## config.mk

```make
export PLATFORM = sky130hd
export DESIGN_NAME = nexi_uart_rx_fifo
export DESIGN_NICKNAME = d
export VERILOG_FILES = /design/src/rtl/nexi_uart_pkg.sv /design/src/rtl/nexi_sync_2ff.sv /design/src/rtl/nexi_uart_rx_fifo.sv
export SDC_FILE = /design/constraint.sdc
export NUM_CORES = 1
export LEC_CHECK = 0
export ABC_AREA = 1
export ABC_CLOCK_PERIOD_IN_PS = 2100
export CAP_MARGIN = 0
export CORE_UTILIZATION = 60
export DETAILED_ROUTE_END_ITERATION = 8
export HOLD_SLACK_MARGIN = 0.1
export PLACE_DENSITY = 0.87
export SYNTH_ARGS = -nofsm -noshare
export SYNTH_HDL_FRONTEND = slang
export SYNTH_SLANG_ARGS = --single-unit
```

## constraint.sdc

```tcl
create_clock -name clk -period 2.1 [get_ports clk]
set_input_delay 0.63 -clock clk [delete_from_list [all_inputs] [get_ports clk]]
set_output_delay 0.63 -clock clk [all_outputs]
set_load 0.1 [all_outputs]
```

## src/rtl/nexi_uart_pkg.sv

```systemverilog
// Shared constants and handshake state encoding for the UART receive path.
package nexi_uart_pkg;

  localparam int UART_DW       = 8;
  localparam int DEFAULT_DEPTH = 16;

  typedef enum logic {
    ST_IDLE = 1'b0,
    ST_ACK  = 1'b1
  } rx_hs_state_e;

endpackage

```

## src/rtl/nexi_sync_2ff.sv

```systemverilog
// Generic two-flop synchronizer with asynchronous active-high reset.
module nexi_sync_2ff #(
  parameter int W = 1
) (
  input  logic         clk_i,
  input  logic         rst_i,
  input  logic [W-1:0] d_i,
  output logic [W-1:0] q_o
);

  logic [W-1:0] meta_q;
  logic [W-1:0] sync_q;

  always_ff @(posedge clk_i or posedge rst_i) begin
    if (rst_i) begin
      meta_q <= '0;
      sync_q <= '0;
    end else begin
      meta_q <= d_i;
      sync_q <= meta_q;
    end
  end

  assign q_o = sync_q;

endmodule

```

## src/rtl/nexi_uart_rx_fifo.sv

```systemverilog
// UART receive FIFO: drains the receiver's four-phase handshake into a FWFT FIFO.
// Optional level-threshold interrupt enabled by NEXI_UART_RX_FIFO_THRESH_IRQ_EN.
module nexi_uart_rx_fifo
  import nexi_uart_pkg::*;
#(
  parameter int DEPTH = DEFAULT_DEPTH,
  parameter int AW    = $clog2(DEPTH)
`ifdef NEXI_UART_RX_FIFO_THRESH_IRQ_EN
  , parameter int THRESH = DEPTH / 2
`endif
) (
  input  logic               clk,
  input  logic               rst,
  input  logic [UART_DW-1:0] rx_data,
  input  logic               rx_data_ready,
  output logic               rx_read_ack,
  input  logic               rd_en,
  output logic [UART_DW-1:0] rd_data,
  output logic               empty,
  output logic               full,
  output logic [AW:0]        level,
  output logic               overrun,
  input  logic               ovr_clr
`ifdef NEXI_UART_RX_FIFO_THRESH_IRQ_EN
  , output logic             irq_thresh
`endif
);

  localparam logic [AW:0]   LVL_ONE  = (AW+1)'(1);
  localparam logic [AW:0]   LVL_FULL = (AW+1)'(DEPTH);
  localparam logic [AW-1:0] PTR_ONE  = AW'(1);

  // Receiver side is a four-phase level handshake: ready rises with a stable
  // byte, ack rises once the byte is taken, ready falls, then ack falls.
  logic rdy_s;

  nexi_sync_2ff #(.W(1)) u_rdy_sync (
    .clk_i (clk),
    .rst_i (rst),
    .d_i   (rx_data_ready),
    .q_o   (rdy_s)
  );

  rx_hs_state_e       state_q;
  logic               ack_q;
  logic [AW-1:0]      wptr_q;
  logic [AW-1:0]      rptr_q;
  logic [AW:0]        level_q;
  logic [AW:0]        level_d;
  logic               full_q;
  logic               empty_q;
  logic               ovr_q;
  logic [UART_DW-1:0] mem_q [DEPTH];

  logic take;
  logic do_pop;
  logic do_push;
  logic drop;

  always_comb begin
    take    = (state_q == ST_IDLE) && rdy_s;
    do_pop  = rd_en && !empty_q;
    // A pop in the same cycle frees the slot the incoming byte needs.
    do_push = take && (!full_q || do_pop);
    drop    = take && !do_push;
    level_d = level_q;
    if (do_push && !do_pop) begin
      level_d = level_q + LVL_ONE;
    end else if (do_pop && !do_push) begin
      level_d = level_q - LVL_ONE;
    end
  end

  always_ff @(posedge clk or posedge rst) begin
    if (rst) begin
      state_q <= ST_IDLE;
      ack_q   <= 1'b0;
    end else if (state_q == ST_IDLE) begin
      if (rdy_s) begin
        state_q <= ST_ACK;
        ack_q   <= 1'b1;
      end
    end else begin
      if (!rdy_s) begin
        state_q <= ST_IDLE;
        ack_q   <= 1'b0;
      end
    end
  end

  always_ff @(posedge clk or posedge rst) begin
    if (rst) begin
      wptr_q  <= '0;
      rptr_q  <= '0;
      level_q <= '0;
      full_q  <= 1'b0;
      empty_q <= 1'b1;
      ovr_q   <= 1'b0;
    end else begin
      if (do_push) begin
        wptr_q <= wptr_q + PTR_ONE;
      end
      if (do_pop) begin
        rptr_q <= rptr_q + PTR_ONE;
      end
      level_q <= level_d;
      full_q  <= (level_d == LVL_FULL);
      empty_q <= (level_d == '0);
      if (drop) begin
        ovr_q <= 1'b1;
      end else if (ovr_clr) begin
        ovr_q <= 1'b0;
      end
    end
  end

  always_ff @(posedge clk) begin
    if (do_push) begin
      mem_q[wptr_q] <= rx_data;
    end
  end

`ifdef NEXI_UART_RX_FIFO_THRESH_IRQ_EN
  localparam logic [AW:0] LVL_THRESH = (AW+1)'(THRESH);

  logic irq_q;

  always_ff @(posedge clk or posedge rst) begin
    if (rst) begin
      irq_q <= 1'b0;
    end else begin
      irq_q <= (level_d >= LVL_THRESH);
    end
  end

  assign irq_thresh = irq_q;
`endif

  assign rx_read_ack = ack_q;
  assign rd_data     = mem_q[rptr_q];
  assign empty       = empty_q;
  assign full        = full_q;
  assign level       = level_q;
  assign overrun     = ovr_q;

endmodule

```

==> results.md, run 1 <==
- # port buffers: 29
- Crit-path cells: buf_12 -> a21oi_1 -> o21ai_1 -> nand3_1 -> nand3_2 -> nand2_2 -> buf_12
- Final worst slack: -0.720 ns
- First-pass GRT wire length: 24900 um
- Yosys warns: 0
- Die ar.: 10900 um^2
- Family with the most delay on the worst path: flip-flops
- CTS tree: yes
- TritonCTS buffer count: 17
- Critical path class: reg2out
- Pre-antenna DRT Iters: 6
- Crit path DAT: 2.19 ns
- Initial core utilization: 0.613
- Worst Path Max Fanout: 22
- Setup slack, reg-to-reg: 0.17 ns
- Worst Hold Depth: 0
- Reg2reg start: state_q
- Nets: 629
- Minimum clock period after layout: 2.82 ns
- Post-Syn Area per Cell: 11.7 um^2
- Synth Instances: 541
- Reg2reg end: mem_q[11][4]
- Area fraction of the dominant cell type after synthesis: 0.610
- Root buffer cell: clkbuf_8
- Count leader, synth: edfxtp_1
- Die height: 105 um
- Top Ports: 30
- Vias in the first global route: 4573
- Pwr Density: 1660 nW/um^2
- Die W: 105 um
- Synth unique cells: 26
- Rel. slew slack: 0.739
- N_diodes: 0
- WL/cell: 21.8 um
- Primary FF master, synth: edfxtp_1
- Drt drc: 0
- Routability cong.: 0.902
- Sequential area share after synthesis: 0.689
- Synthesized flop and latch total: 148
- Failing checks: setup timing
- Number of antenna violations at the first check in global routing: 0
- Gr usage total: 0.314
- Final number of setup-violating endpoints: 8
- Core area: 10300 um^2
- Post-synthesis cell area: 6300 um^2
- Async SR Flop Fraction: 0.135
- Non-filler cells, final: 757
- Max VDD drop: 1.55 mV
- Largest net degree at the start of global routing: 34
- Worst Hold Slack: 0.353 ns
- RSZ-0062 raised after global routing: true
- Worst hold start: u_rdy_sync.meta_q
- Slowest CP cell: dfrtp_4
- DP HPWL: 9350 um
- Crit share post-route: 1.34
- CTS clk-pin slew, worst paths: 0.06 ns
- FF-to-FF path depth: 7
- Tot Pwr: 0.0133 W
- Hold Fails Final Rpt: 0
- Skew-Pair Late Insertion Delay: 0.54 ns
- EDFF count, synth: 128
- Post-DP Area: 7160 um^2
- Slowest cell delay on critical path: 0.57 ns
- Clock sinks: 148
- CP Capture Type: output pin
- Detailed Route Iter0 Violations: 669
- # rows: 37
- Worst-margin pin slew: 0.391 ns
- Status: finished, violations left
- Largest cells by area after synthesis: edfxtp_1 (61%), dfrtp_1 (7.5%), inv_1 (4.9%)
- DRT Wirelength: 16500 um
- Final Util: 0.780
- Layout cell share with drive strength beyond 1: 0.230
- Worst Path Required: 1.47 ns
- Max cap viols: 0
- Antenna-violating nets left: 0
- Fmax: 355 MHz
- Worst path bufs/invs: 2
- Post-CTS Hold Buffers: 0
- Hold path endpoint: u_rdy_sync.q_o
- DR vias: 4662
- Htree depth: 4
- Global route total overflow: 0
- Clock Skews: 0.00976 ns
- Placed insts: 720
- Hold/Removal Path Class: reg2reg
- Pins over their slew limit: 0
- Max clock buf depth: 2
- Syn Nets: 562
- Area grow syn2layout: 27.2%
- Leakage: 3.19 nW
- Cell taking the most area after synthesis: edfxtp_1
- Synth cell count leaders: edfxtp_1 (128), inv_1 (83), nand2_1 (73), nand3_1 (57), o21ai_0 (35)
- Avg Vias per Cell: 6.16
- Worst Setup Start Kind: flop
- Design area: 8020 um^2
- Critical path's most frequent cell: buf_12
-- layout by cell type, fill, tap and decap left out, drive strengths merged --
master / count
clkbuf: 20
nor2: 25
buf: 60
o32ai: 1
clkinvlp: 3
nand4: 4
nand3: 59
clkinv: 6
xnor2: 1
nand2: 75
dfstp: 1
dfrtp: 19
o211ai: 32
ha: 8
inv: 89
edfxtp: 128
bufinv: 4
xor2: 6
a21oi: 33
o21ai: 35
clkdlybuf4s50: 12
-- repair_timing --
item | in CTS | in global routing
buffers inserted | 2 | 0
endpoints found under the setup margin | 8 | 8
pin swaps | 10 | 13
resized for setup | 25 | 27
cloned | 2 | 1
-- cells by family after synthesis --
family | synth area share
fa+ha+maj | 0.0159
simple gates | 0.115
compound gates | 0.0953
buf+inv | 0.0752
xor+xnor | 0.00972
flops | 0.689
-- metal layers --
layer  GRT usage  vias up  part of all wire
met2       0.494      368              0.49
met4       0.184        0             0.048
met5           0        -                 0
li1            -     2004                 -
met3      0.0852       72              0.11
met1       0.392     2218              0.36
-- state kept, by name, indices dropped and copies added, names as in the netlist --
signal and flops:
rx_read_ack 1, level 5, mem_q 128, empty 1, u_rdy_sync.q_o 1, rptr_q 4
full 1, state_q 1, u_rdy_sync.meta_q 1, overrun 1, wptr_q 4
-- power breakdown --
| part | switching, W | internal [W] | leakage [nW] | total [W] |
|---|---|---|---|---|
| clock network | 0.00116 | 0.00192 | 0.284 | 0.00308 |
| logic | 0.00425 | 0.00224 | 1.51 | 0.00649 |
| registers | 0.000277 | 0.00348 | 1.39 | 0.00375 |
-- worst max-delay path by stage --
stage	start	endpoint	depth (start not counted)
after floorplan	rptr_q[0]	rd_data[1]	7
after global placement	rd_en	mem_q[7][3]	6
after detailed placement	rd_en	mem_q[11][5]	6
after CTS	rptr_q[0]	rd_data[0]	7
after global routing	rptr_q[0]	rd_data[5]	7
final	rptr_q[0]	rd_data[3]	7
-- final cells by class --
class / instances / area [um^2]
repair buffers: 73 / 927
flip-flops and latches: 148 / 4350
multi-input cells: 279 / 1640
fillers: 516 / 2260
well taps: 136 / 170
inverters: 89 / 334
clock inverters: 13 / 181
clock buffers: 19 / 422
-- metrics by stage --
step,setup WS [ns],setup TNS (ns)
CTS,-0.659,-5.12
detailed placement,-0.133,-13.63
finish,-0.720,-5.39
global route,-0.746,-5.80
floorplan,0.00665,0
global placement,-0.104,-9.60
No activity file was read; power rests on OpenSTA's default activity.
==> run 2: changes to the inputs <==
Settings changed: CTS_CLUSTER_SIZE set to 8, HOLD_SLACK_MARGIN 0.1 to not set.
==> results of run 2 <==
The final DEF is identical to that of run 1; final timing and power are the same.
==> run 3: changes to the inputs <==
Settings changed: ABC_AREA 1 to 0, CORE_UTILIZATION 60 to 59, MAX_ROUTING_LAYER set to met4, PLACE_DENSITY 0.87 to 0.84.
==> results.md, run 3 <==
- Failing checks: setup timing
- Final worst slack: -0.822 ns
- Synthesized flop and latch total: 148
- Area fraction of the dominant cell type after synthesis: 0.647
- Synth unique cells: 38
- Hold Fails Final Rpt: 0
- Leakage: 2.64 nW
- Nets: 405
- Max cap viols: 0
- Largest net degree at the start of global routing: 36
- FF-to-FF path depth: 6
- Clock Skews: 0.00914 ns
- TritonCTS buffer count: 17
- Final number of setup-violating endpoints: 8
- Cell taking the most area after synthesis: edfxtp_1
- Vias in the first global route: 3300
- Adder-cell share of the synthesized area: 0.0169
- Design area: 7570 um^2
- XOR/XNOR share of the synthesized area: 0.0147
- Pre-antenna DRT Iters: 5
- Initial core utilization: 0.608
- Biggest register: mem_q
- Most common cell after layout, fill and taps aside: edfxtp_1
- Layout cell share with drive strength beyond 1: 0.403
- CP Capture Type: output pin
- Largest family of logic cells by synthesized area: multiplexers
- Core area: 9770 um^2
- Pwr Density: 1630 nW/um^2
- Worst Hold Depth: 0
- Syn Nets: 330
- Post-DP Area: 6940 um^2
- RSZ-0062 raised after global routing: true
- Synth cell count leaders: edfxtp_1 (128), mux4_2 (20), nand2_1 (20), dfrtp_1 (19), a22oi_1 (16)
- Die height: 102 um
- Reg2reg end: mem_q[11][5]
- Reg2reg start: state_q
- Area grow syn2layout: 27.4%
- EDFF count, synth: 128
- Status: finished, violations left
- WL/cell: 24.8 um
- Fmax: 342 MHz
- Gr usage total: 0.291
- Multiplexer share of the synthesized area: 0.129
- Avg Vias per Cell: 6.15
- Worst hold start: u_rdy_sync.meta_q
- Post-synthesis cell area: 5940 um^2
- Crit path DAT: 2.29 ns
- N_diodes: 0
- Commonest non-fill, non-tap cells in the layout: edfxtp_1 (128), buf_4 (38), mux4_2 (28), buf_12 (21), clkbuf_16 (16)
- Root buffer cell: clkbuf_8
- Crit share post-route: 1.39
- First-pass GRT wire length: 19900 um
- Skew-Pair Late Insertion Delay: 0.53 ns
- Yosys warns: 0
- Post-Syn Area per Cell: 19.2 um^2
- Die W: 102 um
- Max clock buf depth: 2
- Max VDD drop: 1.40 mV
- Largest register FFs: 128
- Antenna-violating nets left: 0
- CTS tree: yes
- # rows: 36
- Rel. slew slack: 0.590
- DP HPWL: 7980 um
- Top Ports: 30
- Simple-Gate Fraction of Synth Area: 0.0503
- Global route total overflow: 0
- Sequential area share after synthesis: 0.732
- Hold/Removal Path Class: reg2reg
- Detailed Route Iter0 Violations: 257
- Worst Hold Slack: 0.361 ns
- Minimum clock period after layout: 2.92 ns
- Largest cells by area after synthesis: edfxtp_1 (65%), dfrtp_1 (8.0%), mux4_2 (7.6%)
- Number of antenna violations at the first check in global routing: 0
- Htree depth: 4
- Pins over their slew limit: 0
- Setup slack, reg-to-reg: 0.19 ns
- Worst Path Required: 1.47 ns
- Synth Instances: 309
- Async SR Flop Fraction: 0.135
- Count leader, synth: edfxtp_1
- DR vias: 3257
- CTS clk-pin slew, worst paths: 0.06 ns
- # port buffers: 29
- Post-CTS Hold Buffers: 0
- Hold path endpoint: u_rdy_sync.q_o
- Clock sinks: 148
- Die ar.: 10500 um^2
- Critical path class: reg2out
- Drt drc: 0
- Primary FF master, synth: edfxtp_1
- Tot Pwr: 0.0124 W
- DRT Wirelength: 13100 um
- Worst Path Max Fanout: 9
- Routability cong.: 0.787
- Compound-Gate Fraction of Synth Area: 0.0362
- Worst Setup Start Kind: flop
- Worst-margin pin slew: 0.615 ns
==> run 3: cell count changes after synthesis, sizes merged, moves of 8 or more <==
cell    before  now
a21oi       33    1
a22oi        0   16
buf         21   11
inv         88    7
mux4         0   32
nand2       75   20
nand3       59    3
nor2        25   15
nor3         0    8
o211ai      32    0
o21ai       35    6
xnor2        1    9
==> run 3: cell type report <==
class | count | area, um^2
Timing Repair Buffer | 71 | 826
Multi-Input combinational cell | 139 | 1610
Clock buffer | 19 | 422
Tap cell | 133 | 166
Clock inverter | 13 | 171
Fill cell | 498 | 2200
Sequential cell | 148 | 4350
Inverter | 7 | 26.3
==> run 3: worst max path at each step <==
stage | startpoint | endpoint | slack [ns] | depth (start not counted)
after global placement | rd_en | mem_q[11][6] | -0.36 | 6
after CTS | rptr_q[0] | rd_data[1] | -0.83 | 6
final | rptr_q[0] | rd_data[1] | -0.82 | 5
after floorplan | rptr_q[0] | rd_data[0] | -0.14 | 5
after detailed placement | rd_en | mem_q[11][6] | -0.38 | 6
after global routing | rptr_q[0] | rd_data[5] | -0.88 | 6
==> run 3: routing by layer <==
| layer | up-vias | part of all wire | GRT usage |
|---|---|---|---|
| met5 | - | 0 | - |
| met4 | 0 | 0.038 | 0.133 |
| met3 | 39 | 0.066 | 0.0670 |
| met2 | 181 | 0.52 | 0.454 |
| met1 | 1649 | 0.38 | 0.368 |
| li1 | 1388 | - | - |
==> run 3: timing repair <==
| action | 4_1_cts | 5_1_grt |
|---|---|---|
| setup endpoints to repair | 8 | 8 |
| setup buffers | 2 | 3 |
| pin swaps | 4 | 2 |
| gates resized for setup | 14 | 2 |
==> run 3: cell families after synthesis <==
family	after synthesis
AOI/OAI and AO/OA	30
xor gates and xnor gates	10
adders and majority gates	8
buffers and inverters	22
DFF	148
muxes	32
and+or+nand+nor	59
==> run 3: worst max-delay path, stage by stage, from the launching register on <==
cell and delay (ns):
dfrtp_2 0.43, buf_12 0.16, mux4_1 0.59, a22oi_1 0.33, nand2_4 0.08, buf_12 0.17
==> run 3: power by group <==
part | leakage [nW] | total (W) | internal, W | switching, W
clock network | 0.284 | 0.00304 | 0.00183 | 0.00121
logic | 0.972 | 0.00553 | 0.00222 | 0.00331
registers | 1.39 | 0.00379 | 0.00349 | 0.000303
total | 2.64 | 0.0124 | 0.00753 | 0.00482
==> run 3: metrics by stage <==
step	worst slack (ns)	utilization	instances	TNS (ns)
6_report	-0.822	0.774	530	-6.08
5_1_grt	-0.876	0.774	530	-6.68
4_1_cts	-0.829	0.774	528	-6.30
3_5_place_dp	-0.375	0.710	494	-40.89
3_3_place_gp	-0.355	0.710	494	-37.69
2_1_floorplan	-0.143	-	309	-1.39
